`src/rtl/pop_mode_sequencer.sv`:
```
`default_nettype none
// ============================================================================
// Module      : pop_mode_sequencer
// Description : Operating-mode controller between the POPtimers block and the
//               output pins. Debounces the raw mode button, cycles through
//               N_MODES operating modes, registers pump/probe/MW/sample/LED
//               pin drives from a per-mode table and gates the ADC trigger
//               with the synchronised MW_invalid flag.
// Config      : `define MODE_DOWN_EN adds an independently debounced
//               mode_down_n button that steps the mode backwards.
// Ports       : clk_2M5        2.5 MHz system clock
//               reset          synchronous, active-high
//               mode_button_n  raw mode-up button, active low, async
//               mode_down_n    raw mode-down button (MODE_DOWN_EN only)
//               laser_tuning   async level, synchronised internally
//               MW_invalid     async level, synchronised internally
//               pop_pump/probe/MW/sample  POP timing, already clk_2M5 domain
//               mode           current operating mode
//               pump_out/probe_out/MW_out/sample_out/LED_out  pin drives
//               ADC_sample     pop_sample gated by MW_invalid
//               reset_timers   POPtimers reset, low while MW_invalid
// Revision    : 1.0 - initial release
// ============================================================================
module pop_mode_sequencer #(
    parameter int N_MODES        = 8,
    parameter int MODE_W         = 3,
    parameter int DEBOUNCE_TICKS = 250,
    parameter int LED_CNT_W      = 21
) (
    input  logic              clk_2M5,
    input  logic              reset,
    input  logic              mode_button_n,
`ifdef MODE_DOWN_EN
    input  logic              mode_down_n,
`endif
    input  logic              laser_tuning,
    input  logic              MW_invalid,
    input  logic              pop_pump,
    input  logic              pop_probe,
    input  logic              pop_MW,
    input  logic              pop_sample,
    output logic [MODE_W-1:0] mode,
    output logic              pump_out,
    output logic              probe_out,
    output logic              MW_out,
    output logic              sample_out,
    output logic              LED_out,
    output logic              ADC_sample,
    output logic              reset_timers
);

    localparam logic [15:0]       c_DB_LAST = 16'(DEBOUNCE_TICKS - 1);
    localparam logic [MODE_W-1:0] c_LAST    = MODE_W'(N_MODES - 1);
    localparam logic [MODE_W-1:0] c_ONE     = MODE_W'(1);

    // ------------------------------------------------------------------
    // Up-button debouncer. Debounced state 1 = released.
    // ------------------------------------------------------------------
    logic        r_up_s1, r_up_s2, r_up_state;
    logic [15:0] r_up_cnt;
    logic        w_up_diff, w_up_done, w_up_press;

    assign w_up_diff  = (r_up_s2 != r_up_state);
    assign w_up_done  = w_up_diff && (r_up_cnt == c_DB_LAST);
    // Only the released->pressed transition counts as an event.
    assign w_up_press = w_up_done && !r_up_s2;

    always_ff @(posedge clk_2M5) begin
        if (reset) begin
            r_up_s1    <= 1'b1;
            r_up_s2    <= 1'b1;
            r_up_state <= 1'b1;
            r_up_cnt   <= 16'd0;
        end else begin
            r_up_s1 <= mode_button_n;
            r_up_s2 <= r_up_s1;
            if (!w_up_diff) begin
                r_up_cnt <= 16'd0;
            end else if (w_up_done) begin
                r_up_state <= r_up_s2;
                r_up_cnt   <= 16'd0;
            end else begin
                r_up_cnt <= r_up_cnt + 16'd1;
            end
        end
    end

    // ------------------------------------------------------------------
    // Optional down-button debouncer, same structure as the up button.
    // ------------------------------------------------------------------
    logic w_dn_press;
`ifdef MODE_DOWN_EN
    logic        r_dn_s1, r_dn_s2, r_dn_state;
    logic [15:0] r_dn_cnt;
    logic        w_dn_diff, w_dn_done;

    assign w_dn_diff  = (r_dn_s2 != r_dn_state);
    assign w_dn_done  = w_dn_diff && (r_dn_cnt == c_DB_LAST);
    assign w_dn_press = w_dn_done && !r_dn_s2;

    always_ff @(posedge clk_2M5) begin
        if (reset) begin
            r_dn_s1    <= 1'b1;
            r_dn_s2    <= 1'b1;
            r_dn_state <= 1'b1;
            r_dn_cnt   <= 16'd0;
        end else begin
            r_dn_s1 <= mode_down_n;
            r_dn_s2 <= r_dn_s1;
            if (!w_dn_diff) begin
                r_dn_cnt <= 16'd0;
            end else if (w_dn_done) begin
                r_dn_state <= r_dn_s2;
                r_dn_cnt   <= 16'd0;
            end else begin
                r_dn_cnt <= r_dn_cnt + 16'd1;
            end
        end
    end
`else
    assign w_dn_press = 1'b0;
`endif

    // ------------------------------------------------------------------
    // Mode register. Simultaneous up and down events cancel out.
    // ------------------------------------------------------------------
    always_ff @(posedge clk_2M5) begin
        if (reset) begin
            mode <= '0;
        end else if (w_up_press && !w_dn_press) begin
            mode <= (mode == c_LAST) ? '0 : mode + c_ONE;
        end else if (w_dn_press && !w_up_press) begin
            mode <= (mode == '0) ? c_LAST : mode - c_ONE;
        end
    end

    // ------------------------------------------------------------------
    // Level synchronisers. These reset to the inactive level so the
    // POPtimers come out of reset running on the first edge.
    // ------------------------------------------------------------------
    logic r_lt_s1, r_lt_s2, r_mw_s1, r_mw_s2;

    always_ff @(posedge clk_2M5) begin
        if (reset) begin
            r_lt_s1 <= 1'b0;
            r_lt_s2 <= 1'b0;
            r_mw_s1 <= 1'b0;
            r_mw_s2 <= 1'b0;
        end else begin
            r_lt_s1 <= laser_tuning;
            r_lt_s2 <= r_lt_s1;
            r_mw_s1 <= MW_invalid;
            r_mw_s2 <= r_mw_s1;
        end
    end

    // ------------------------------------------------------------------
    // Free-running LED blink counter.
    // ------------------------------------------------------------------
    logic [LED_CNT_W-1:0] r_led_cnt;
    logic                 w_slow, w_medium, w_fast;

    always_ff @(posedge clk_2M5) begin
        if (reset) begin
            r_led_cnt <= '0;
        end else begin
            r_led_cnt <= r_led_cnt + LED_CNT_W'(1);
        end
    end

    assign w_slow   = r_led_cnt[LED_CNT_W-1];
    assign w_medium = r_led_cnt[LED_CNT_W-2];
    assign w_fast   = r_led_cnt[LED_CNT_W-4];

    // ------------------------------------------------------------------
    // Per-mode output table.
    // ------------------------------------------------------------------
    logic w_led, w_pump, w_probe, w_mw, w_sample;

    always_comb begin
        w_led    = 1'b0;
        w_pump   = 1'b0;
        w_probe  = 1'b0;
        w_mw     = 1'b0;
        w_sample = 1'b0;
        case (mode)
            MODE_W'(0): begin   // POP with laser-tuning override
                w_led    = r_lt_s2;
                w_pump   = pop_pump & ~r_lt_s2;
                w_probe  = pop_probe | r_lt_s2;
                w_mw     = pop_MW & ~r_lt_s2;
                w_sample = pop_sample;
            end
            MODE_W'(1): begin   // Tune
                w_led    = w_slow;
                w_probe  = 1'b1;
                w_sample = 1'b1;
            end
            MODE_W'(2): begin   // POP
                w_led    = 1'b1;
                w_pump   = pop_pump;
                w_probe  = pop_probe;
                w_mw     = pop_MW;
                w_sample = pop_sample;
            end
            MODE_W'(3): begin   // Dark
                w_led    = w_fast;
                w_sample = 1'b1;
            end
            MODE_W'(4): begin   // Pump calibration
                w_pump   = 1'b1;
            end
            MODE_W'(5): begin   // DR
                w_led    = w_slow & w_fast;
                w_probe  = 1'b1;
                w_mw     = 1'b1;
                w_sample = 1'b1;
            end
            MODE_W'(6): begin   // Pulsed MW
                w_led    = w_slow | w_fast;
                w_probe  = 1'b1;
                w_mw     = w_slow;
                w_sample = 1'b1;
            end
            MODE_W'(7): begin   // POP bypass
                w_led    = w_slow & w_medium & w_fast;
                w_pump   = pop_pump;
                w_probe  = pop_probe;
                w_mw     = pop_MW;
                w_sample = 1'b1;
            end
            default: ;
        endcase
    end

    always_ff @(posedge clk_2M5) begin
        if (reset) begin
            pump_out     <= 1'b0;
            probe_out    <= 1'b0;
            MW_out       <= 1'b0;
            sample_out   <= 1'b0;
            LED_out      <= 1'b0;
            ADC_sample   <= 1'b0;
            reset_timers <= 1'b0;
        end else begin
            pump_out     <= w_pump;
            probe_out    <= w_probe;
            MW_out       <= w_mw;
            sample_out   <= w_sample;
            LED_out      <= w_led;
            ADC_sample   <= pop_sample & ~r_mw_s2;
            reset_timers <= ~r_mw_s2;
        end
    end

endmodule
`default_nettype wire

```
`config.mk`:
```
export PLATFORM = sky130hd
export DESIGN_NAME = pop_mode_sequencer
export DESIGN_NICKNAME = d
export VERILOG_FILES = /design/src/rtl/pop_mode_sequencer.sv
export SDC_FILE = /design/constraint.sdc
export NUM_CORES = 1
export LEC_CHECK = 0
export ABC_AREA = 1
export CORE_ASPECT_RATIO = 1.1
export CORE_MARGIN = 2
export CORE_UTILIZATION = 55
export DETAILED_ROUTE_END_ITERATION = 10
export HOLD_SLACK_MARGIN = 0.05
export PLACE_DENSITY = 0.76
export SETUP_SLACK_MARGIN = 0.02
export SYNTH_ARGS = -nofsm -noshare
export SYNTH_HDL_FRONTEND = slang
export SYNTH_SLANG_ARGS = --single-unit
```
`constraint.sdc`:
```
create_clock -name clk_2M5 -period 2 [get_ports clk_2M5]
set_clock_uncertainty 0.15 [all_clocks]
set_input_delay 0.4 -clock clk_2M5 [delete_from_list [all_inputs] [get_ports clk_2M5]]
set_output_delay 0.4 -clock clk_2M5 [all_outputs]
set_load 0.02 [all_outputs]
```
==> impl_metrics.yaml, run 1 <==
run_status:
  outcome: "complete, no violations"
worst_hold_path:
  hp-class: "register to register"
  hold_path.startpoint: "r_lt_s1"
floorplan:
  coreArea_um2: 4550
  die-area_um2: 5200
  start_util: 0.561
  fp-row-count: 26
  io_pins: 19
  die_w_um: 69.0
  die_h_um: 75.5
grt:
  track_usage: 0.205
  grt_max_degree: 25
  grt_antenna_before_repair: 0
  grt_pass1_vias: 1911
  overflow: 0
  grt_pass1_wl_um: 8060
logic_synthesis:
  synth_compound_area_frac: 0.0808
  ys_seq_elements: 54
  ys_warn_count: 0
  synth.avg_cell_area_um2: 7.15
  netlist_instances: 357
  synthMuxAreaShare: 0
  synth_top_area_share: 0.423
  synthAdderAreaFrac: 0.0441
  synth_top_cell_by_area: "dfxtp_1"
  yosys.area_share.simple: 0.340
  syn-cell-area_um2: 2550
  synth_top_family_by_area: "simple AND/OR/NAND/NOR gates"
  syn-num-nets: 375
  yosysSeqAreaShare: 0.423
  ys_types: 28
  synth_area_leaders: "dfxtp_1 (42%), nand2_1 (12%), nor2_1 (11%)"
  synthXorXnorAreaFrac: 0.0377
finish:
  area_growth_pct: 12.8
  final_util: 0.632
  antenna_cells: 0
  regArea_um2: 1080
  multiInputGateArea_um2: 1280
  nets: 397
  fill_cells: 431
  layout-drive-gt1-share: 0.0579
  final_cells: 436
worst_setup_path:
  crit_chain: "clkdlybuf4s50_1"
  critical_path.top_delay_family: "buffers and inverters"
  slowest_delay_ps: 620
  crit_slowest_cell: "clkdlybuf4s50_1"
  timing.rr.start: "r_up_cnt[0]"
  startpoint: "mode[1]"
  critPathCaptureType: "output pin"
  cp_max_fo: 4
  criticalPathCategory: "register to output pin"
  crit_required_ps: 1450
  cp-start-kind: "register"
  arrival_ps: 1320
  critPathBufInv: 1
clock_network:
  clock_latency_ps: 310
  cts.sinks: 54
  h-tree-depth: 2
  cts_tree: "yes"
  cts_buffers: 5
  cts_hold_buf: 0
  clock_path_buffers: 2
  cts.clk_slew.worst_paths_ps: 90
  cts-root-buf: "clkbuf_8"
sta:
  fin_ws_ps: 133
  rsz0062_at_grt: "no"
  setup_viol: 0
  fin_crit_sh: 0.933
  worst_slew_pin_slew_ps: 536
  setup_tns_ps: 0
  period_needed_ps: 1870
  max_freq_mhz: 536
  final_max_slew_viol_count: 0
  max_slew_margin: 0.640
  hold_viol: 0
detailed_routing:
  route.detailed.drc: 0
  vias: 2161
  drt_pass1_iterations: 4
  detail_route.wl_per_cell_um: 10.7
  final_antenna_net_count: 0
  initialDrtViolationCount: 117
  drt_wl_total_um: 4680
  vias_per_cell: 4.96
placement:
  port_buffers: 18
  dp.cells: 428
  gp_congestion: 0.845
  hpwl_um: 3420
  dp_slack_ps: 273
power_and_ir_drop:
  p_total_mw: 1.81
  seqPwrFrac: 0.610
  p_int_mw: 1.42
  clkPwrFrac: 0.340
  p_leak_nw: 1.11
  power_frac_comb: 0.050
  irDropWorstVdd_mv: 0.356
  swShare: 0.216
  cellPowerDensity_nw_per_um2: 627
  power_switching_mw: 0.390
flow_run:
  cap_violations: 0
==> placed cells by master, fill, tap and decap left out, types with 4 or more instances in the layout <==
master	count
nor3_1	5
clkdlybuf4s50_1	16
a21oi_1	22
nand2_1	79
clkbuf_8	6
nor2_1	72
xor2_1	7
ha_1	9
dfxtp_1	54
inv_1	42
xnor2_1	4
o21ai_0	10
nand3_1	16
nand4_1	8
==> cell usage after synthesis, drive strengths merged <==
| master | instances |
|---|---|
| buf | 2 |
| inv | 42 |
| o21ai | 10 |
| dfxtp | 54 |
| ha | 9 |
| o21a | 2 |
| nand3b | 3 |
| nor3b | 1 |
| o21bai | 2 |
| nand3 | 19 |
| xor2 | 7 |
| xnor2 | 4 |
| nor2 | 77 |
| a211oi | 1 |
| clkbuf | 3 |
| a21oi | 22 |
| a311oi | 1 |
| or2 | 2 |
| nand4 | 8 |
| nor3 | 5 |
| nand2 | 82 |
| and2 | 1 |
==> per-stage QoR <==
step	hold slack, ps	area, um2
after floorplan	238	2550
after global placement	240	2790
after detailed placement	242	2790
after CTS	256	2880
after global routing	284	2880
final	254	2880
==> what timing repair did <==
action                                  CTS  global route
endpoints found under the setup margin    1             1
gates resized for setup                   1             1
buffers inserted                          0             0
cloned                                    0             0
==> registers in the layout, indices dropped and copies added, names as in the netlist <==
| name | cells |
|---|---|
| r_up_s2 | 1 |
| ADC_sample | 1 |
| r_lt_s1 | 1 |
| reset_timers | 1 |
| r_up_state | 1 |
| probe_out | 1 |
| LED_out | 1 |
| r_mw_s1 | 1 |
| r_mw_s2 | 1 |
| r_up_cnt | 16 |
| mode | 3 |
| pump_out | 1 |
| MW_out | 1 |
| r_lt_s2 | 1 |
| sample_out | 1 |
| r_led_cnt | 21 |
| r_up_s1 | 1 |
==> cells by family after synthesis <==
group,after synthesis
DFF,54
xor gates and xnor gates,11
adders and majority gates,9
AOI/OAI and AO/OA,38
buffers and inverters,47
and+or+nand+nor,198
==> metal layers <==
layer  vias up  routed length (um)  track usage  part of all wire
met5         -                   0            0                 0
met2        32                2200        0.358              0.47
met1       951                2250        0.251              0.48
li1       1172                   -            -                 -
met3         6                 154       0.0399             0.033
met4         0                  69       0.0719             0.015
==> area by class of cell <==
cell class / count / area share
clock buffer: 7 / 0.0300
timing repair buffer: 20 / 0.0682
multi-input combinational: 256 / 0.446
sequential: 54 / 0.375
clock inverter: 1 / 0.00174
inverter: 42 / 0.0547
tap: 56 / 0.0243
==> final timing paths <==
kind	depth (start not counted)	slack, ps	to
setup / recovery	1	130	mode[1]
hold / removal	2	250	r_lt_s2
hold reg to reg	2	250	r_lt_s2
setup reg to reg	5	270	r_up_cnt[10]
==> power by group through the flow <==
stage | Clock, mW | Combinational (mW) | Sequential [mW]
floorplan | 0 | 0.0423 | 1.14
CTS | 0.640 | 0.0918 | 1.10
global route | 0.673 | 0.102 | 1.11
detailed placement | 0 | 0.0911 | 1.13
finish | 0.615 | 0.0904 | 1.10
global placement | 0 | 0.0900 | 1.13
Power figures use the tool's default switching activity.
==> run 2, diff against run 1 <==
Settings changed: CORE_MARGIN 2 to not set.
==> impl_metrics.yaml, run 2 (synthesis gave the netlist of run 1 again) <==
clock_network:
  cts.sinks: 54
  postCtsSetupBuffers: 0
  cts_buffers: 5
  cts-root-buf: "clkbuf_8"
  cts.clk_slew.worst_paths_ps: 90
  cts_hold_buf: 0
  clock_path_buffers: 2
  clock_latency_ps: 300
  h-tree-depth: 2
  cts_tree: "yes"
finish:
  largest_reg_flops: 21
  layout_commonest_cell: "nand2_1"
  area_growth_pct: 14.0
  multiInputGateArea_um2: 1280
  nets: 399
  antenna_cells: 0
  fill_cells: 401
  layout-drive-gt1-share: 0.0602
  top_regs: "r_led_cnt (21), r_up_cnt (16), mode (3)"
  layout_common_cells: "nand2_1 (79), nor2_1 (72), dfxtp_1 (54), inv_1 (42), a21oi_1 (22)"
  regArea_um2: 1080
  top_register: "r_led_cnt"
worst_setup_path:
  worst-path-stages: 1
  slowest_delay_ps: 620
  critical_path.top_delay_family: "buffers and inverters"
  crit_chain: "clkdlybuf4s50_1"
  arrival_ps: 1320
  startpoint: "mode[1]"
  cp_max_fo: 4
  criticalPathCategory: "register to output pin"
  critPathCaptureType: "output pin"
  crit_required_ps: 1450
  critPathBufInv: 1
  reg2reg_depth: 6
  crit_slowest_cell: "clkdlybuf4s50_1"
  cp-start-kind: "register"
  timing.rr.start: "r_up_cnt[0]"
detailed_routing:
  route.detailed.drc: 0
  drt_pass1_iterations: 5
  vias: 2205
  final_antenna_net_count: 0
  drt_wl_total_um: 4620
  detail_route.wl_per_cell_um: 10.6
  vias_per_cell: 5.06
  initialDrtViolationCount: 140
power_and_ir_drop:
  cellPowerDensity_nw_per_um2: 656
  irDropWorstVdd_mv: 0.552
  p_leak_nw: 1.14
floorplan:
  start_util: 0.583
  coreArea_um2: 4380
  die_h_um: 73.5
  die_w_um: 67.0
  fp-row-count: 25
  die-area_um2: 4920
  io_pins: 19
grt:
  track_usage: 0.211
  grt_antenna_before_repair: 0
  grt_pass1_wl_um: 7960
  grt_pass1_vias: 1985
  overflow: 0
  grt_max_degree: 17
worst_hold_path:
  whs_path_depth: 2
  hold_path.startpoint: "r_mw_s1"
  hp-class: "register to register"
sta:
  timing.hold.ws_ps: 256
  period_needed_ps: 1870
  worst_slew_pin_slew_ps: 470
  max_freq_mhz: 535
  setup_tns_ps: 0
  setup_viol: 0
  fin_crit_sh: 0.935
  max_slew_margin: 0.684
  hold_viol: 0
  final_max_slew_viol_count: 0
  fin_ws_ps: 130
  rsz0062_at_grt: "no"
placement:
  hpwl_um: 3420
  gp_congestion: 0.831
  dp_slack_ps: 350
  port_buffers: 18
flow_run:
  cap_violations: 0
run_status:
  outcome: "complete, no violations"
[run 2: cell types whose count changed in the layout (fill, tap and decap cells not counted)]
cell and change:
buf_4 +2, bufinv_16 +1, clkbuf_1 +1, clkbuf_8 -1
clkinv_2 -1, dlygate4sd2_1 -1, dlymetal6s2s_1 +1
[run 2: layout make-up]
type | instances | share of cell area
Timing Repair Buffer | 22 | 0.0739
Clock buffer | 7 | 0.0262
Inverter | 42 | 0.0541
Multi-Input combinational cell | 256 | 0.441
Sequential cell | 54 | 0.371
Tap cell | 54 | 0.0232
Clock inverter | 1 | 0.0103
[run 2: metal layers]
layer | share of wire | wire length, um | vias to the layer above | global-route usage
met1 | 0.47 | 2170 | 987 | 0.250
li1 | - | - | 1167 | -
met4 | 0.020 | 90 | 0 | 0.0898
met5 | 0 | 0 | - | 0
met3 | 0.037 | 169 | 10 | 0.0497
met2 | 0.47 | 2180 | 41 | 0.359
[run 2: final timing paths]
| kind | end | slack, ps |
|---|---|---|
| worst max-delay path | mode[1] | 130 |
| worst min-delay path | r_mw_s2 | 260 |
| worst max register to register | r_up_cnt[10] | 330 |
| worst min register to register | r_mw_s2 | 260 |
[run 2: timing repair]
action,4_1_cts,5_1_grt
endpoints found under the setup margin,0,2
gates resized for setup,0,2
endpoints found under the hold margin,0,0
[run 2: power by group]
part / switching [mW] / leakage, nW / total [mW] / internal [mW]
sequential: 0.00866 / 0.439 / 1.10 / 1.09
combinational: 0.0467 / 0.646 / 0.0937 / 0.0470
clock: 0.340 / 0.0524 / 0.715 / 0.375
total: 0.395 / 1.14 / 1.91 / 1.52
[run 2: metrics by stage]
step | power, mW | util | instance area (um2) | cells
global route | 1.98 | 0.665 | 2910 | 436
detailed placement | 1.22 | 0.639 | 2800 | 428
global placement | 1.22 | 0.639 | 2800 | 428
CTS | 1.93 | 0.664 | 2910 | 436
floorplan | 1.18 | - | 2550 | 357
finish | 1.91 | 0.665 | 2910 | 436
==> run 3, diff against run 2 <==
Settings changed: ABC_CLOCK_PERIOD_IN_PS set to 2000.
==> results of run 3 <==
Final layout, timing and power as in run 2 (identical DEF).
